--- src/rtl/stopwatch_ctrl.sv ---
// Stopwatch control sequencer: input conditioning, run/pause/adjust FSM,
// 1 Hz / 2 Hz count enables and clear / step pulses for the BCD counter.
module stopwatch_ctrl #(
    parameter int CLK_HZ    = 100_000_000,
    parameter int DB_CYCLES = 500_000
) (
    input  logic       clk,
    input  logic       rst,
    input  logic       btn_pause_raw,
    input  logic       btn_clr_raw,
    input  logic       btn_inc_raw,
    input  logic       btn_dec_raw,
    input  logic       sw_adj_raw,
    input  logic       sw_sel_raw,
    input  logic       sw_adjb_raw,
    input  logic       sw_dn_raw,
    input  logic       at_limit,
    output logic       tick_1hz,
    output logic       tick_2hz,
    output logic       clr,
    output logic       inc_p,
    output logic       dec_p,
    output logic       adj,
    output logic       sel,
    output logic       adj_b,
    output logic       cnt_dn,
    output logic       running,
    output logic       blink,
    output logic [1:0] state
);

    localparam int HALF = CLK_HZ / 2;
    localparam int DW   = (HALF > 1) ? $clog2(HALF) : 1;
    localparam int CW   = $clog2(DB_CYCLES + 1);

    localparam int I_PAUSE = 0;
    localparam int I_CLR   = 1;
    localparam int I_INC   = 2;
    localparam int I_DEC   = 3;
    localparam int I_ADJ   = 4;
    localparam int I_SEL   = 5;
    localparam int I_ADJB  = 6;
    localparam int I_DN    = 7;

    typedef enum logic [1:0] {
        ST_STOP  = 2'd0,
        ST_RUN   = 2'd1,
        ST_PAUSE = 2'd2,
        ST_ADJ   = 2'd3
    } state_t;

    logic [7:0]    w_raw;
    logic [7:0]    r_sync1;
    logic [7:0]    r_sync2;
    logic [7:0]    r_db;
    logic [CW-1:0] r_cnt [8];
    logic [3:0]    r_db_q;
    logic [3:0]    r_press;

    logic [DW-1:0] r_div;
    logic          r_phase;
    logic          w_t2;
    logic          w_t1;

    state_t        r_state;
    state_t        w_state_nxt;
    logic          w_clr_nxt;
    logic          w_in_adj;

    logic          r_tick1;
    logic          r_tick2;
    logic          r_clr;
    logic          r_inc;
    logic          r_dec;
    logic          r_blink;

    assign w_raw = {sw_dn_raw, sw_adjb_raw, sw_sel_raw, sw_adj_raw,
                    btn_dec_raw, btn_inc_raw, btn_clr_raw, btn_pause_raw};

    // Level is accepted once the synchronised value has differed for DB_CYCLES+1 edges;
    // the press pulse is a registered rising edge of the accepted level.
    always_ff @(posedge clk or posedge rst) begin
        if (rst) begin
            r_sync1 <= '0;
            r_sync2 <= '0;
            r_db    <= '0;
            r_db_q  <= '0;
            r_press <= '0;
            for (int i = 0; i < 8; i++) r_cnt[i] <= '0;
        end else begin
            r_sync1 <= w_raw;
            r_sync2 <= r_sync1;
            for (int i = 0; i < 8; i++) begin
                if (r_sync2[i] == r_db[i]) begin
                    r_cnt[i] <= '0;
                end else if (r_cnt[i] == CW'(DB_CYCLES)) begin
                    r_db[i]  <= r_sync2[i];
                    r_cnt[i] <= '0;
                end else begin
                    r_cnt[i] <= r_cnt[i] + 1'b1;
                end
            end
            r_db_q  <= r_db[3:0];
            r_press <= r_db[3:0] & ~r_db_q;
        end
    end

    assign w_t2 = (r_div == DW'(HALF - 1));
    assign w_t1 = w_t2 & r_phase;

    always_ff @(posedge clk or posedge rst) begin
        if (rst) begin
            r_div   <= '0;
            r_phase <= 1'b0;
        end else if (r_clr) begin
            r_div   <= '0;
            r_phase <= 1'b0;
        end else if (w_t2) begin
            r_div   <= '0;
            r_phase <= ~r_phase;
        end else begin
            r_div   <= r_div + 1'b1;
        end
    end

    assign w_in_adj = (r_state == ST_ADJ);

    always_comb begin
        w_state_nxt = r_state;
        w_clr_nxt   = 1'b0;
        if (r_db[I_ADJ]) begin
            w_state_nxt = ST_ADJ;
        end else if (w_in_adj) begin
            w_state_nxt = ST_PAUSE;
        end else if (r_press[I_CLR]) begin
            w_clr_nxt   = 1'b1;
            w_state_nxt = ST_STOP;
        end else if (r_press[I_PAUSE]) begin
            w_state_nxt = (r_state == ST_RUN) ? ST_PAUSE : ST_RUN;
        end else if (at_limit && (r_state == ST_RUN)) begin
            w_state_nxt = ST_STOP;
        end
    end

    always_ff @(posedge clk or posedge rst) begin
        if (rst) begin
            r_state <= ST_STOP;
            r_tick1 <= 1'b0;
            r_tick2 <= 1'b0;
            r_clr   <= 1'b0;
            r_inc   <= 1'b0;
            r_dec   <= 1'b0;
            r_blink <= 1'b0;
        end else begin
            r_state <= w_state_nxt;
            r_tick1 <= w_t1 & (r_state == ST_RUN);
            r_tick2 <= w_t2 & w_in_adj & ~r_db[I_ADJB];
            r_clr   <= w_clr_nxt;
            r_inc   <= r_press[I_INC] & ~r_press[I_DEC] & w_in_adj & r_db[I_ADJB];
            r_dec   <= r_press[I_DEC] & ~r_press[I_INC] & w_in_adj & r_db[I_ADJB];
            // Blink phase only lives inside ADJ; it drops to 0 on the exit edge.
            r_blink <= (w_state_nxt == ST_ADJ) ? (r_blink ^ (w_t2 & w_in_adj)) : 1'b0;
        end
    end

    assign tick_1hz = r_tick1;
    assign tick_2hz = r_tick2;
    assign clr      = r_clr;
    assign inc_p    = r_inc;
    assign dec_p    = r_dec;
    assign adj      = r_db[I_ADJ];
    assign sel      = r_db[I_SEL];
    assign adj_b    = r_db[I_ADJB];
    assign cnt_dn   = r_db[I_DN];
    assign running  = (r_state == ST_RUN);
    assign blink    = r_blink;
    assign state    = r_state;

endmodule

--- config.mk ---
export PLATFORM = sky130hd
export DESIGN_NAME = stopwatch_ctrl
export DESIGN_NICKNAME = d
export VERILOG_FILES = /design/src/rtl/stopwatch_ctrl.sv
export SDC_FILE = /design/constraint.sdc
export NUM_CORES = 1
export LEC_CHECK = 0
export ABC_AREA = 1
export CAP_MARGIN = 20
export CORE_ASPECT_RATIO = 0.9
export CORE_MARGIN = 3
export CORE_UTILIZATION = 43
export CTS_BUF_LIST = sky130_fd_sc_hd__clkbuf_2 sky130_fd_sc_hd__clkbuf_4 sky130_fd_sc_hd__clkbuf_8
export DETAILED_ROUTE_END_ITERATION = 8
export GPL_ROUTABILITY_DRIVEN = 0
export GPL_TIMING_DRIVEN = 0
export SLEW_MARGIN = 20
export SYNTH_ARGS = -nofsm -noshare
export SYNTH_HDL_FRONTEND = slang
export SYNTH_SLANG_ARGS = --single-unit
--- constraint.sdc ---
create_clock -name clk -period 15.4 [get_ports clk]
set_clock_uncertainty 0.1 [all_clocks]
set_input_delay 3.08 -clock clk [delete_from_list [all_inputs] [get_ports clk]]
set_output_delay 3.08 -clock clk [all_outputs]
set_load 0.1 [all_outputs]
==> reports/results.tsv, run 1 <==
metric	value	unit
tritoncts_clock_tree	yes	
maxClockFrequency	0.182	GHz
design_area	13400	um2
wl_per_cell	12.4	um
criticalPathCategory	reg -> out	
detail_route.iter0.violations	602	
area_growth	14.3	%
total_internal_power	0.980	mW
grt_setup_unrepaired	no	
synth-seq-area-share	46.7	%
mostFrequentLayoutCells	358 x nor2_1, 308 x nand2_1, 219 x dfrtp_1	
netSwitchingFraction	22.3	%
global_route.usage.total	17.1	%
detail_route.drc_violations	0	
clkSinkCount	219	
status	finished, final reports clean	
cts_resized	0	
syn_inst	1521	
post-dp-hpwl	17.3	mm
worst-endpoint-required	12.22	ns
power_density	94.1	nW/um2
critPathLaunchType	register	
worst-endpoint-arrival	2.32	ns
rr_worst_depth	8	
timing.rr.end	r_div[15]	
design_power_total	1.26	mW
core_region_area	26400	um2
hold_critical_path_depth	0	
synth.area.mux_share	0	%
type_of_destination_of_the_critical_path	output pin	
placedInstanceArea	12500	um2
final.period_utilization	35.7	%
share_of_total_power_in_the_clock_network	49.6	%
ios	24	
slew_violations	0	
power_leakage	5.85	nW
drt-met1-wl	12.4	mm
p_comb_share	3.6	%
cts_max_path_buffers	3	
antenna_found_initial	0	
min-delay-start	r_sync1[2]	
synth_fp_nets	1549	
worstHoldEndpoint	r_sync2[2]	
h_tree_depth	2	
number_of_search_and_repair_iterations_in_the_first_detailed_routing_pass	5	
clock-root-buffer	clkbuf_8	
rr_startpoint	r_div[1]	
worst_skew_pair.late_latency	0.54	ns
synth_top_family_by_area	simple AND/OR/NAND/NOR gates	
yosysWarnings	0	
port_buffers	23	
vdd.ir_drop.worst	0.0520	mV
routed_wire_length_on_met3	962	um
timing_hold_violations_final	0	
layout_commonest_cell	nor2_1	
wire_length_of_the_first_global_routing_pass	42.7	mm
vias_per_cell	4.80	
globalRouteOverflowTotal	0	
cts_setup_buffers	0	
cap_violations	0	
final_layout_size_suffix_gt1_share	8.83	%
netlist-cell-type-count	38	
cts-buffers-inserted	40	
final_core_utilization	50.7	%
post_synth_instance_area	11700	um2
sequentialPowerShare	46.8	%
report.final.setup_viol	0	
timing.setup.tns	0	ns
start_util	44.4	%
routed-wl-met2	10.6	mm
timing.max_slew.rel_slack	33.7	%
highest-signal-layer	met4	
layout_min_cycle_time	5.50	ns
synthSimpleGateAreaFrac	35.5	%
worst-path-max-fanout	4	
nets	1616	
antenna_left	0	
insertedDiodeCount	0	
cts-hold-fix-buffers	0	
net-switching-power	0.281	mW
dr_total_vias	9448	
die_h	163	um
grt_start_max_net_pins	93	
synth_area_in_compound_gates	2.52	%
worst_hold_path_type	reg -> reg	
path_clk_slew	0.06	ns
timing_worst_slew_pin_value	0.991	ns
die_w	180	um
ff2ff_setup_slack	13.57	ns
syn_area_per_cell	7.71	um2
ys_ff_latch	219	
number_of_global_route_vias_before_repair	8953	
synth_xor_xnor_area_share	6.87	%
total_die_area	29300	um2
synth-adder-area-share	1.81	%
routed_wirelength	24.3	mm
row_count	56	
-- through the flow --
stage	hold slack [ns]	setup WS, ns	instances
after global placement	0.234	3.10	1892
after CTS	0.246	9.84	1967
after floorplan	0.231	6.23	1521
after detailed placement	0.235	10.43	1894
final	0.245	9.90	1967
after global routing	0.251	9.77	1967
-- metal layers --
metal,vias up,track usage [%]
met1,4336,24.9
li1,4915,-
met2,157,26.3
met5,-,0
met3,40,2.84
met4,0,5.13
-- synth_stat cells (all sizes together) --
cell / n / area (um2)
inv: 200 / 751
a31oi: 3 / 18.8
o21bai: 2 / 15.0
dfrtp: 219 / 5480
and2: 2 / 12.5
nand2: 328 / 1290
o21ai: 21 / 105
nor3b: 8 / 86.3
xor2: 79 / 692
a21oi: 24 / 124
nand3: 86 / 460
ha: 17 / 213
a221oi: 1 / 8.76
clkinv: 1 / 3.75
o211ai: 2 / 15.0
nand3b: 5 / 37.5
xnor2: 13 / 114
o2111ai: 1 / 8.76
nor2: 388 / 1610
nor3: 70 / 372
nand4: 46 / 288
clkbuf: 2 / 7.51
or2: 1 / 6.26
nor4: 1 / 6.26
and3: 1 / 6.26
-- power by group through the flow --
stage / combinational (mW) / sequential, mW / clock (mW)
2_1_floorplan: 0.0300 / 0.601 / 0
6_report: 0.0450 / 0.590 / 0.625
3_5_place_dp: 0.0467 / 0.600 / 0
5_1_grt: 0.0527 / 0.591 / 0.677
4_1_cts: 0.0471 / 0.590 / 0.650
3_3_place_gp: 0.0443 / 0.600 / 0
-- how the worst max path moves through the flow --
stage,from,slack (ns),endpoint,cells after the start
after floorplan,rst,6.23,blink,1
after global placement,rst,3.10,r_cnt[150],2
after detailed placement,state[1],10.43,running,2
after CTS,state[1],9.84,running,2
after global routing,state[0],9.77,running,3
final,state[1],9.90,running,2
-- worst max-delay path, stage by stage, from the launching register on --
cell,delay [ns]
dfrtp_1,0.42
nor2_1,0.19
clkdlybuf4s50_1,1.18
-- layout make-up --
type,count,area [um2]
Multi-Input combinational cell,1099,5480
Tap cell,348,435
Clock inverter,8,95.1
Buffer,2,7.51
Clock buffer,65,851
Timing Repair Buffer,25,285
Sequential cell,219,5480
Inverter,201,762
Fill cell,2514,13000
-- sequential cells by signal, indices dropped and copies added (netlist names) --
name and cells:
blink 1, clr 1, dec_p 1, inc_p 1
r_cnt 152, r_db 8, r_db_q 4, r_div 26
r_phase 1, r_press 4, r_sync1 8, r_sync2 8
state 2, tick_1hz 1, tick_2hz 1
-- cells by family (layout without fill, tap and decap cells) --
group / after synthesis / in the layout
buffers and inverters: 203 / 301
AOI/OAI and AO/OA: 54 / 54
adders and majority gates: 17 / 17
DFF: 219 / 219
xor gates and xnor gates: 92 / 92
and+or+nand+nor: 936 / 936
No activity file was read; power rests on OpenSTA's default activity.
==> inputs of run 2 (changes only) <==
Clock period 15.4 ns to 5.5 ns, I/O delays scaled along.
==> run 2 against run 1 <==
Against the previous run:
- non-clock buffer count grew 6
- design area grew 0.30%
- critical path depth grew 1
- die area is the same
- clock power grew to 2.7 times the previous value
- setup slack lost 7.9 ns
- final cell count grew 0.10%
- first-iteration DRC count grew 2.7%
- clock-buffer cell count shrank 8
==> reports/results.tsv, run 2 (synthesis results as in run 1) <==
metric	value	unit
status	finished, final reports clean	
power_density	257	nW/um2
die_h	163	um
timing_hold_violations_final	0	
globalRouteOverflowTotal	0	
wl_per_cell	12.3	um
type_of_destination_of_the_critical_path	output pin	
port_buffers	23	
number_of_global_route_vias_before_repair	9232	
final_layout_size_suffix_gt1_share	8.95	%
max_stage_delay	1.17	ns
mostFrequentLayoutCells	358 x nor2_1, 308 x nand2_1, 219 x dfrtp_1	
routed_wirelength	24.3	mm
antenna_found_initial	0	
row_count	56	
grt_start_max_net_pins	34	
regs_by_ff_count	r_cnt x152, r_div x26	
path_clk_slew	0.05	ns
antenna_left	0	
timing_worst_slew_pin_value	0.991	ns
grt_setup_unrepaired	no	
crit_path_cell_trace	inv_1 -> nor2_1 -> clkdlybuf4s50_1	
die_w	180	um
layout_commonest_cell	nor2_1	
clkSinkCount	219	
cts_max_path_buffers	3	
critPathLaunchType	register	
clock-root-buffer	clkbuf_8	
maxClockFrequency	0.286	GHz
criticalPathCategory	reg -> out	
worst_hold_path_type	reg -> reg	
placed_cells	1900	
final.period_utilization	63.6	%
core_region_area	26400	um2
start_util	44.4	%
post-dp-hpwl	17.8	mm
worst_skew_pair.late_latency	0.53	ns
cap_violations	0	
power_leakage	5.87	nW
tritoncts_clock_tree	yes	
worst-endpoint-required	4.30	ns
h_tree_depth	2	
insertedDiodeCount	0	
number_of_search_and_repair_iterations_in_the_first_detailed_routing_pass	5	
critical_path.slowest_cell	clkdlybuf4s50_1	
layout_min_cycle_time	3.50	ns
timing.max_slew.rel_slack	33.7	%
layoutNonFillerInstCount	1969	
worst-endpoint-arrival	2.30	ns
report.final.setup_viol	0	
nets	1621	
detail_route.drc_violations	0	
wire_length_of_the_first_global_routing_pass	43.3	mm
vias_per_cell	4.83	
dr_total_vias	9504	
detail_route.iter0.violations	618	
cts-buffers-inserted	39	
ios	24	
top_register	r_cnt	
slew_violations	0	
largest_reg_flops	152	
total_die_area	29300	um2
cts_setup_buffers	0	
area_growth	14.6	%
global_route.usage.total	17.2	%
vdd.ir_drop.worst	0.149	mV
whs	0.242	ns
cts-hold-fix-buffers	0	
worst-path-max-fanout	4	
cts_resized	0	
## run 2: final timing paths
check                              to       start  slack, ns  cells past startpoint
setup / recovery              running    state[0]       2.00                      3
hold / removal             r_sync2[6]  r_sync1[6]       0.24                      0
setup reg to reg            r_cnt[16]    r_cnt[0]       3.71                      6
hold reg to reg            r_sync2[6]  r_sync1[6]       0.24                      0
max in group asynchronous     r_db[4]         rst       3.47                      6
min in group asynchronous  r_sync2[6]         rst       0.82                      2
## run 2: per-stage QoR
| step | area, um2 | TNS, ns | util [%] | worst slack (ns) | power (mW) |
|---|---|---|---|---|---|
| after CTS | 13400 | 0 | 50.9 | 1.94 | 3.52 |
| after global routing | 13400 | 0 | 50.9 | 1.89 | 3.62 |
| after detailed placement | 12600 | 0 | 47.6 | 2.52 | 1.82 |
| final | 13400 | 0 | 50.9 | 2.00 | 3.45 |
| after floorplan | 11700 | 0 | - | 1.45 | 1.77 |
| after global placement | 12400 | -83.89 | 46.9 | -0.403 | 1.81 |
## run 2: power by group
part | internal, mW | total, mW | switching [mW] | leakage (nW)
registers | 1.63 | 1.65 | 0.0193 | 2.99
clock network | 0.999 | 1.66 | 0.666 | 0.467
logic | 0.0455 | 0.136 | 0.0906 | 2.42
## run 2: layout make-up
| cell class | instances | area (um2) |
|---|---|---|
| Clock inverter | 12 | 135 |
| Fill cell | 2575 | 13000 |
| Clock buffer | 57 | 734 |
| Timing Repair Buffer | 31 | 405 |
| Inverter | 201 | 758 |
| Multi-Input combinational cell | 1099 | 5480 |
| Buffer | 2 | 7.51 |
| Sequential cell | 219 | 5480 |
| Tap cell | 348 | 435 |
## run 2: layer usage
layer,global-route usage (%),vias to the layer above,part of all wire [%]
met3,2.86,50,3.2
met2,26.7,122,43
li1,-,4918,-
met1,24.9,4414,52
met5,0,-,0
met4,5.76,0,2.5
## run 2: critical path: cells and delay by family, from the launching register on
kind	cells	cell delay [ns]
buf+inv	2	1.23
simple gates	1	0.17
flops	1	0.39
